### src/rtl/hazard_stall_controller_pkg.sv
// Shared definitions for the hazard/stall controller of the 5-stage MIPS core.
//   state_t   : pipeline sequencing FSM states (IDLE / MEM_WAIT / HALT)
//   fwd_sel_t : E-stage forwarding select encodings (regfile / W result / M ALU result)
//   reg_match : register dependency test; $0 never creates a hazard or a forward
package hazard_stall_controller_pkg;

  typedef enum logic [1:0] {
    ST_IDLE     = 2'd0,
    ST_MEM_WAIT = 2'd1,
    ST_HALT     = 2'd2
  } state_t;

  typedef enum logic [1:0] {
    FWD_RF = 2'b00,
    FWD_W  = 2'b01,
    FWD_M  = 2'b10
  } fwd_sel_t;

  function automatic logic reg_match(input logic [4:0] x, input logic [4:0] y);
    return (x == y) && (y != 5'd0);
  endfunction

endpackage

### src/rtl/hazard_stall_controller_forwarding_unit.sv
// Pure combinational forwarding select for the D and E stages.
//   rs_d, rt_d, rs_e, rt_e : source registers in Decode / Execute
//   write_reg_m/_w, rfwe_m/_w : destination and write enable in Memory / Writeback
//   fwd_a_d, fwd_b_d       : 1 = D-stage compare takes the M-stage ALU result
//   fwd_a_e, fwd_b_e       : E-stage ALU operand select (fwd_sel_t encoding)
module hazard_stall_controller_forwarding_unit
  import hazard_stall_controller_pkg::*;
(
  input  logic [4:0] rs_d,
  input  logic [4:0] rt_d,
  input  logic [4:0] rs_e,
  input  logic [4:0] rt_e,
  input  logic [4:0] write_reg_m,
  input  logic [4:0] write_reg_w,
  input  logic       rfwe_m,
  input  logic       rfwe_w,
  output logic       fwd_a_d,
  output logic       fwd_b_d,
  output logic [1:0] fwd_a_e,
  output logic [1:0] fwd_b_e
);

  // The M stage holds the younger result, so it wins when M and W both match.
  function automatic fwd_sel_t sel_e(input logic [4:0] src);
    if (rfwe_m && reg_match(write_reg_m, src)) return FWD_M;
    if (rfwe_w && reg_match(write_reg_w, src)) return FWD_W;
    return FWD_RF;
  endfunction

  assign fwd_a_e = sel_e(rs_e);
  assign fwd_b_e = sel_e(rt_e);
  assign fwd_a_d = rfwe_m && reg_match(write_reg_m, rs_d);
  assign fwd_b_d = rfwe_m && reg_match(write_reg_m, rt_d);

endmodule

### src/rtl/hazard_stall_controller.sv
// Pipeline sequencing controller: load-use / branch-operand hazard detection, per-stage
// stall and flush, D/E forwarding selects, and a freeze while data memory withholds dm_ready.
// A watchdog halts the core after MEM_TIMEOUT consecutive not-ready cycles.
//   clk, rst                 : clock, synchronous active-high reset
//   rs_*/rt_*/write_reg_*    : pipeline-register register fields
//   rfwe_*, mtorfsel_*       : write enable / load flags carried down the pipe
//   branch_d, jump_d, pcsrc_d: control-flow info from Decode
//   dm_access_m, dm_ready    : data memory handshake
//   stall_*, flush_*         : pipeline register hold / bubble controls
//   fwd_*                    : forwarding selects
//   mem_err                  : sticky memory timeout flag
//   stall_cycles             : saturating count of cycles with stall_f=1
module hazard_stall_controller
  import hazard_stall_controller_pkg::*;
#(
  parameter int MEM_TIMEOUT = 16,
  parameter int CNT_W       = 32
) (
  input  logic             clk,
  input  logic             rst,
  input  logic [4:0]       rs_d,
  input  logic [4:0]       rt_d,
  input  logic [4:0]       rs_e,
  input  logic [4:0]       rt_e,
  input  logic [4:0]       write_reg_e,
  input  logic [4:0]       write_reg_m,
  input  logic [4:0]       write_reg_w,
  input  logic             rfwe_e,
  input  logic             rfwe_m,
  input  logic             rfwe_w,
  input  logic             mtorfsel_e,
  input  logic             mtorfsel_m,
  input  logic             branch_d,
  input  logic             jump_d,
  input  logic             pcsrc_d,
  input  logic             dm_access_m,
  input  logic             dm_ready,
  output logic             stall_f,
  output logic             stall_d,
  output logic             stall_e,
  output logic             stall_m,
  output logic             flush_d,
  output logic             flush_e,
  output logic             flush_w,
  output logic             fwd_a_d,
  output logic             fwd_b_d,
  output logic [1:0]       fwd_a_e,
  output logic [1:0]       fwd_b_e,
  output logic             mem_err,
  output logic [CNT_W-1:0] stall_cycles
);

  localparam int WAIT_W = (MEM_TIMEOUT > 2) ? $clog2(MEM_TIMEOUT) : 1;

  state_t            state, state_next;
  logic [WAIT_W-1:0] wait_cnt, wait_cnt_next;

  logic mem_hold, freeze, lwstall, brstall, hz;
  logic fu_fwd_a_d, fu_fwd_b_d;
  logic [1:0] fu_fwd_a_e, fu_fwd_b_e;

  hazard_stall_controller_forwarding_unit u_fwd (
    .rs_d        (rs_d),
    .rt_d        (rt_d),
    .rs_e        (rs_e),
    .rt_e        (rt_e),
    .write_reg_m (write_reg_m),
    .write_reg_w (write_reg_w),
    .rfwe_m      (rfwe_m),
    .rfwe_w      (rfwe_w),
    .fwd_a_d     (fu_fwd_a_d),
    .fwd_b_d     (fu_fwd_b_d),
    .fwd_a_e     (fu_fwd_a_e),
    .fwd_b_e     (fu_fwd_b_e)
  );

  // Freeze uses mem_hold directly so the pipe stops in the very cycle memory stalls.
  assign mem_hold = dm_access_m && !dm_ready;
  assign freeze   = mem_hold || (state == ST_HALT);

  assign lwstall = mtorfsel_e && rfwe_e &&
                   (reg_match(write_reg_e, rs_d) || reg_match(write_reg_e, rt_d));
  assign brstall = branch_d &&
                   ((rfwe_e && (reg_match(write_reg_e, rs_d) || reg_match(write_reg_e, rt_d))) ||
                    (mtorfsel_m && (reg_match(write_reg_m, rs_d) || reg_match(write_reg_m, rt_d))));
  assign hz      = lwstall || brstall;

  // Priority: reset forces everything quiet, then freeze, then hazard, then control-flow flush.
  // NOTE: every output of this always_comb gets a default first so no path can infer a latch.
  always_comb begin
    stall_f = 1'b0;
    stall_d = 1'b0;
    stall_e = 1'b0;
    stall_m = 1'b0;
    flush_d = 1'b0;
    flush_e = 1'b0;
    flush_w = 1'b0;
    if (!rst) begin
      if (freeze) begin
        stall_f = 1'b1;
        stall_d = 1'b1;
        stall_e = 1'b1;
        stall_m = 1'b1;
        flush_w = 1'b1;
      end else if (hz) begin
        stall_f = 1'b1;
        stall_d = 1'b1;
        flush_e = 1'b1;
      end else begin
        flush_d = pcsrc_d || jump_d;
      end
    end
  end

  // Forwards stay live during freeze; frozen stages simply ignore them.
  assign fwd_a_d = rst ? 1'b0 : fu_fwd_a_d;
  assign fwd_b_d = rst ? 1'b0 : fu_fwd_b_d;
  assign fwd_a_e = rst ? FWD_RF : fu_fwd_a_e;
  assign fwd_b_e = rst ? FWD_RF : fu_fwd_b_e;

  always_comb begin
    state_next    = state;
    wait_cnt_next = wait_cnt;
    unique case (state)
      ST_IDLE: begin
        if (mem_hold) begin
          state_next    = ST_MEM_WAIT;
          wait_cnt_next = WAIT_W'(1);
        end
      end
      ST_MEM_WAIT: begin
        if (dm_ready) begin
          state_next    = ST_IDLE;
          wait_cnt_next = '0;
        end else if (wait_cnt == WAIT_W'(MEM_TIMEOUT - 1)) begin
          state_next = ST_HALT;
        end else begin
          wait_cnt_next = wait_cnt + WAIT_W'(1);
        end
      end
      ST_HALT: state_next = ST_HALT;
      default: begin
        state_next    = ST_IDLE;
        wait_cnt_next = '0;
      end
    endcase
  end

  // NOTE: sequential state uses non-blocking assignments so every register samples pre-edge values.
  always_ff @(posedge clk) begin
    if (rst) begin
      state        <= ST_IDLE;
      wait_cnt     <= '0;
      mem_err      <= 1'b0;
      stall_cycles <= '0;
    end else begin
      state    <= state_next;
      wait_cnt <= wait_cnt_next;
      if (state_next == ST_HALT) mem_err <= 1'b1;
      if (stall_f && (stall_cycles != {CNT_W{1'b1}})) stall_cycles <= stall_cycles + CNT_W'(1);
    end
  end

endmodule

### config.mk
export PLATFORM = sky130hd
export DESIGN_NAME = hazard_stall_controller
export DESIGN_NICKNAME = d
export VERILOG_FILES = /design/src/rtl/hazard_stall_controller_pkg.sv /design/src/rtl/hazard_stall_controller_forwarding_unit.sv /design/src/rtl/hazard_stall_controller.sv
export SDC_FILE = /design/constraint.sdc
export NUM_CORES = 1
export LEC_CHECK = 0
export CAP_MARGIN = 20
export CORE_ASPECT_RATIO = 0.75
export CORE_MARGIN = 2
export CORE_UTILIZATION = 64
export CTS_CLUSTER_DIAMETER = 100
export CTS_CLUSTER_SIZE = 25
export DETAILED_ROUTE_END_ITERATION = 6
export DONT_BUFFER_PORTS = 1
export HOLD_SLACK_MARGIN = 0.02
export PLACE_DENSITY = 0.8
export SLEW_MARGIN = 20
export SYNTH_ARGS = -nofsm -noshare
export SYNTH_HDL_FRONTEND = slang
export SYNTH_SLANG_ARGS = --single-unit
### constraint.sdc
create_clock -name clk -period 2.66 [get_ports clk]
set_clock_uncertainty 0.1 [all_clocks]
set_input_delay 0.266 -clock clk [delete_from_list [all_inputs] [get_ports clk]]
set_output_delay 0.266 -clock clk [all_outputs]
set_load 0.02 [all_outputs]
### Word-level counts from Yosys, hierarchy flattened

Index checks and enable logic that the tools add are counted.

| cells by class | value |
|---|---|
| add/subtract/negate cells | 2 |
| eq/ne operators | 15 |
| muxes and demuxes | 36 |
| bitwise operators | 1 |
| reduce and logical (&&, ||, !) cells | 34 |

Operators by type and width:

| cell | count |
|---|---|
| $eq 5x5->1 | 8 |
| $add 32x1->32 const B | 1 |
| $ne 32x32->1 const B | 1 |
| $mux 2 | 13 |
| $logic_and 1x1->1 | 21 |
| $reduce_bool 5->1 | 4 |
| $mux 1 | 18 |
| $mux 4 | 3 |
| $pmux 4 s3 | 1 |
| $logic_or 1x1->1 | 6 |
| $pmux 2 s3 | 1 |
| $add 4x1->4 const B | 1 |
| $eq 2x2->1 const B | 2 |
| $eq 4x4->1 const B | 1 |
| $ne 3x3->1 const B | 1 |
| $reduce_and 3->1 | 1 |
| $eq 2x1->1 const B | 1 |
| $logic_not 2->1 | 1 |
| $ne 2x2->1 const B | 1 |
| $logic_not 1->1 | 1 |
| $not 1->1 | 1 |

| word-level totals | value |
|---|---|
| bits in registers | 39 |
| input port bits | 47 |
| logic and storage cells | 92 |

### Longest topological paths before layout

| logic depth | value |
|---|---|
| depth after elaboration | 11 |
| gate-level depth with buffers | 10 |
| depth with buffers taken out | 8 |

### By module

A second synthesis with hierarchy kept.

| second synthesis, totals | value |
|---|---|
| cell total of the unflattened synthesis | 363 |
| area, all modules | 2930.3 µm² |

Modules (own cells, without submodules):

| module | instances | cells an instance | area each (µm²) | seq. area each (µm²) |
|---|---|---|---|---|
| hazard_stall_controller | 1 | 302 | 2444.8 | 780.7 |
| hazard_stall_controller_forwarding_unit | 1 | 61 | 485.5 | 0.0 |

### Least setup slack after synthesis

No wires, ideal clock.

| path | value |
|---|---|
| path type | input port to output port |
| from | input write_reg_m[4] |
| to | output stall_f |
| arrival time | 2000 ps |
| path slack | 294 ps |
| cell stages on the path | 10 |
| buffers on the path | 4 |
| cell sequence | buf_2 -> xnor2_1 -> nand3_1 -> nor4_1 -> o211ai_1 -> o211a_4 -> buf_6 -> buf_4 -> nor2_1 -> buf_4 |

| on the way | value |
|---|---|
| cells in the longest elaborated chain, start to end | 10 |
| elaborated cells on any way between the ends | 12 |
| classes of those cells | eq/ne (2); mux (3); reduce/logical (7) |

Ends and longest elaborated chain:

| element | RTL line | RTL |
|---|---|---|
| start, declared | hazard_stall_controller.sv:26 | `input logic [4:0] write_reg_m,` |
| $eq 5x5->1 | hazard_stall_controller_pkg.sv:20 | `return (x == y) && (y != 5'd0);` |
| $logic_and 1x1->1 | hazard_stall_controller_pkg.sv:20 |  |
| $logic_or 1x1->1 * | hazard_stall_controller.sv:85 | `(mtorfsel_m && (reg_match(write_reg_m, rs_d) \|\| reg_match(write_reg_m, rt_d))));` |
| $logic_and 1x1->1 * | hazard_stall_controller.sv:85 |  |
| $logic_or 1x1->1 * | hazard_stall_controller.sv:84 | `((rfwe_e && (reg_match(write_reg_e, rs_d) \|\| reg_match(write_reg_e, rt_d))) \|\|` |
| $logic_and 1x1->1 * | hazard_stall_controller.sv:83 | `assign brstall = branch_d &&` |
| $logic_or 1x1->1 * | hazard_stall_controller.sv:86 | `assign hz = lwstall \|\| brstall;` |
| $mux 1 * (3 in series) | - |  |
| end, declared | hazard_stall_controller.sv:38 | `output logic stall_f,` |

Mark *: on every way between the ends. The rest lies on a longest branch, timed or not.

### Worst setup path after layout

| path | value |
|---|---|
| from | register stall_cycles[14] |
| to | register stall_cycles[17] |

| on the way | value |
|---|---|
| cells in the longest elaborated chain, start to end | 2 |
| elaborated cells on any way between the ends | 3 |
| classes of those cells | add/sub (1); eq/ne (1); reduce/logical (1) |

Ends and longest elaborated chain:

| element | RTL line | RTL |
|---|---|---|
| start, declared | hazard_stall_controller.sv:50 | `output logic [CNT_W-1:0] stall_cycles` |
| start signal, assigned | hazard_stall_controller.sv:160 | `if (stall_f && (stall_cycles != {CNT_W{1'b1}})) stall_cycles <= stall_cycles + CNT_W'(1);` |
| parallel branches: the longest is 2 deep, another holds $add 32x1->32 | - |  |

Parallel ways; which one is timed is not known.
A chain may end at the register's enable or synchronous reset.

==> flow_summary.toml <==
[sta]
finalSetupViolations = 0
rsz0062_at_grt = "yes"
drv_slew = 0
timing.final.ws_setup_ns = 0.155
fmax_ghz = 0.399
period_minus_slack_ns = 2.50
maxSlewHeadroom_pct = 49.5
period_share_pct = 94.2
final_hold_viol_count = 0
tightestPinTransition_ns = 0.755
setup-tns-final_ns = 0

[finish]
layout.nets = 396
n_antenna_cell = 0
drive_gt1_share_pct = 13.3
fin_area_sq_um = 2970
final_cells = 402
syn_to_final_growth_pct = 8.90

[critical_path]
cp.buffers_inverters = 0
cp_slowest_cell = "dfxtp_1"
worst-r2r-cell-count = 7
r2r_slack_ns = 0.16
crit_chain = "nand4_4 -> nor4_4 -> nand4_1 -> nor3_2 -> nor2_1 -> and3b_1 -> mux2_1"
critPathArrivalTime_ns = 2.59
critPathRequiredTime_ns = 2.74
max_stage_delay_ns = 0.52
startpoint_type = "register"
r2r-start = "stall_cycles[14]"
endpoint = "stall_cycles[17]"
cp_num_cells = 7
critPathTopFamily = "simple AND/OR/NAND/NOR gates"
path_max_fanout = 6
critPathLaunch = "stall_cycles[14]"
r2r-end = "stall_cycles[17]"
critPathKind = "reg2reg"
crit_path_end_kind = "register"

[logic_synthesis]
syn_nets = 385
synth_warnings = 0
synthArstFlopShare_pct = 0
synth-seq-cells = 39
synth_edf_count = 0
netlist_area_sq_um = 2730
synth_cells = 336
ys.flop_type = "dfxtp_1"
synth_seq_area_share_pct = 28.6
syn_area_per_cell_sq_um = 8.12
synth.distinct_cells = 45

[drt]
wl_um = 6900
first_pass_iters = 4
drc = 0
vias = 2686
viasPerCell = 6.68
drtIter0Drc = 218
drtAntennaViolNets = 0
routedWlPerCell_um = 17.2

[worst_hold_path]
hold_class = "in2reg"
min_from = "rst"

[placed_design]
port_buffers = 0
dp_slack_ns = 0.112
placed_area_sq_um = 2850
place_congestion = 0.905
dpl.hpwl_um = 4900
placed_cells = 393

[global_route]
grt_max_degree = 31
gr-total-overflow = 0
grt_use_total_pct = 29.8
grt_pass1_wl_um = 11400
antenna_found_initial = 0
grt_pass1_vias = 2520

[floorplan]
floorplan.initialDensity_pct = 66.9
core_sq_um = 4080
dieArea_sq_um = 4810
die_y_um = 60.6
ios = 93
die_w_um = 79.4
num_rows = 20

[power_and_ir_drop]
powerDensity_nw_per_um2 = 413
p_leak_nw = 0.995
vdd_drop_max_mv = 0.302

[outcome]
status = "completed"

[clock_network]
worstSkewPairLatency_ns = 0.29
root_buffer = "clkbuf_8"
cts_tree = "yes"
cts_buffers = 5
max-clock-path-buffers = 2
clock_sinks = 39
postCtsSetupRepairBufs = 0
cts.clk_slew.worst_paths_ns = 0.08
cts_max_level = 2

[run]
max_cap_viol_count = 0
## repair_timing
item                       in CTS  in global routing
gates resized for setup         0                  2
hold endpoints to repair       29                  0
setup endpoints to repair       0                  5
hold buffers                    2                  0
## metrics by stage
step	hold slack [ns]	utilization [%]	power [mW]
global placement	0.240	69.9	0.739
global route	0.0459	72.9	1.27
detailed placement	0.243	69.9	0.743
floorplan	0.244	-	0.744
CTS	0.0470	72.9	1.23
finish	0.0548	72.9	1.23
## kinds of logic after synthesis
| kind of cell | count (synthesis) | share of synthesized area [%] |
|---|---|---|
| AND/OR/NAND/NOR | 150 | 32.5 |
| buffers and inverters | 29 | 5.96 |
| XOR/XNOR | 42 | 13.5 |
| AO/OA/AOI/OAI | 69 | 16.6 |
| multiplexers | 5 | 2.02 |
| adder cells (fa/ha/maj) | 2 | 0.917 |
| flip-flops | 39 | 28.6 |
## worst min-delay path by stage
stage	to	slack, ns	cells after the start
after CTS	stall_cycles[3]	0.05	2
after global placement	stall_cycles[14]	0.24	1
after global routing	stall_cycles[3]	0.05	2
final	stall_cycles[6]	0.05	2
after floorplan	state[0]	0.24	1
after detailed placement	stall_cycles[14]	0.24	1
## registers in the layout, summed over array words and instances, names as in the netlist
register and cells:
stall_cycles 32, state 2, mem_err 1, wait_cnt 4
## area by class of cell
type                            count  area, sq um
Multi-Input combinational cell    268         1790
Clock inverter                      1         30.0
Clock buffer                        6         72.6
Timing Repair Buffer               27          203
Sequential cell                    39          782
Tap cell                           55         68.8
Fill cell                         343         1110
Inverter                            6         22.5
## power breakdown
group / leakage (nW) / switching, mW / internal (mW)
Combinational: 0.629 / 0.0767 / 0.0664
Clock: 0.0513 / 0.212 / 0.275
Sequential: 0.315 / 0.00891 / 0.588
## cell usage after synthesis (all sizes together), types with 5 or more instances
| master | count | area [sq um] |
|---|---|---|
| nor4 | 11 | 83.8 |
| o31ai | 15 | 113 |
| o21ai | 10 | 50.1 |
| xnor2 | 27 | 236 |
| nand3 | 13 | 65.1 |
| or4 | 21 | 158 |
| o41ai | 7 | 61.3 |
| nor3 | 6 | 35.0 |
| nand4 | 18 | 128 |
| or2 | 5 | 31.3 |
| inv | 6 | 22.5 |
| or3 | 9 | 56.3 |
| dfxtp | 39 | 781 |
| and3 | 8 | 50.1 |
| xor2 | 15 | 131 |
| buf | 15 | 109 |
| clkbuf | 8 | 31.3 |
| nor2 | 24 | 92.6 |
| nand2 | 20 | 75.1 |
| a21oi | 27 | 135 |
## cell usage in the layout (no fill, tap or decap), types with 2 or more instances in the layout
cell type | Yosys | layout
a21oi_1 | 27 | 27
and2_1 | 4 | 4
and3_1 | 8 | 8
and4_1 | 4 | 4
buf_4 | 9 | 25
clkbuf_8 | 0 | 5
dfxtp_1 | 39 | 38
ha_1 | 2 | 2
inv_1 | 6 | 6
mux2_1 | 3 | 3
nand2_1 | 20 | 19
nand3_1 | 13 | 13
nand4_1 | 17 | 17
nor2_1 | 23 | 23
nor2b_1 | 4 | 4
nor3_1 | 5 | 4
nor3_2 | 1 | 2
nor4_1 | 10 | 10
o21ai_0 | 10 | 10
o311ai_0 | 4 | 4
o31ai_1 | 15 | 15
o41ai_1 | 7 | 7
or2_2 | 5 | 5
or3_1 | 9 | 9
or4_1 | 21 | 21
xnor2_1 | 27 | 27
xor2_1 | 15 | 15
## per-layer routing
| metal | share of wire (%) | GRT usage (%) | up-vias |
|---|---|---|---|
| li1 | - | - | 1283 |
| met1 | 46 | 41.0 | 1264 |
| met2 | 44 | 45.9 | 126 |
| met3 | 9.3 | 8.33 | 13 |
| met4 | 1.0 | 9.61 | 0 |
| met5 | 0 | 0 | - |
Note: power is estimated with default switching activity, not from simulation.
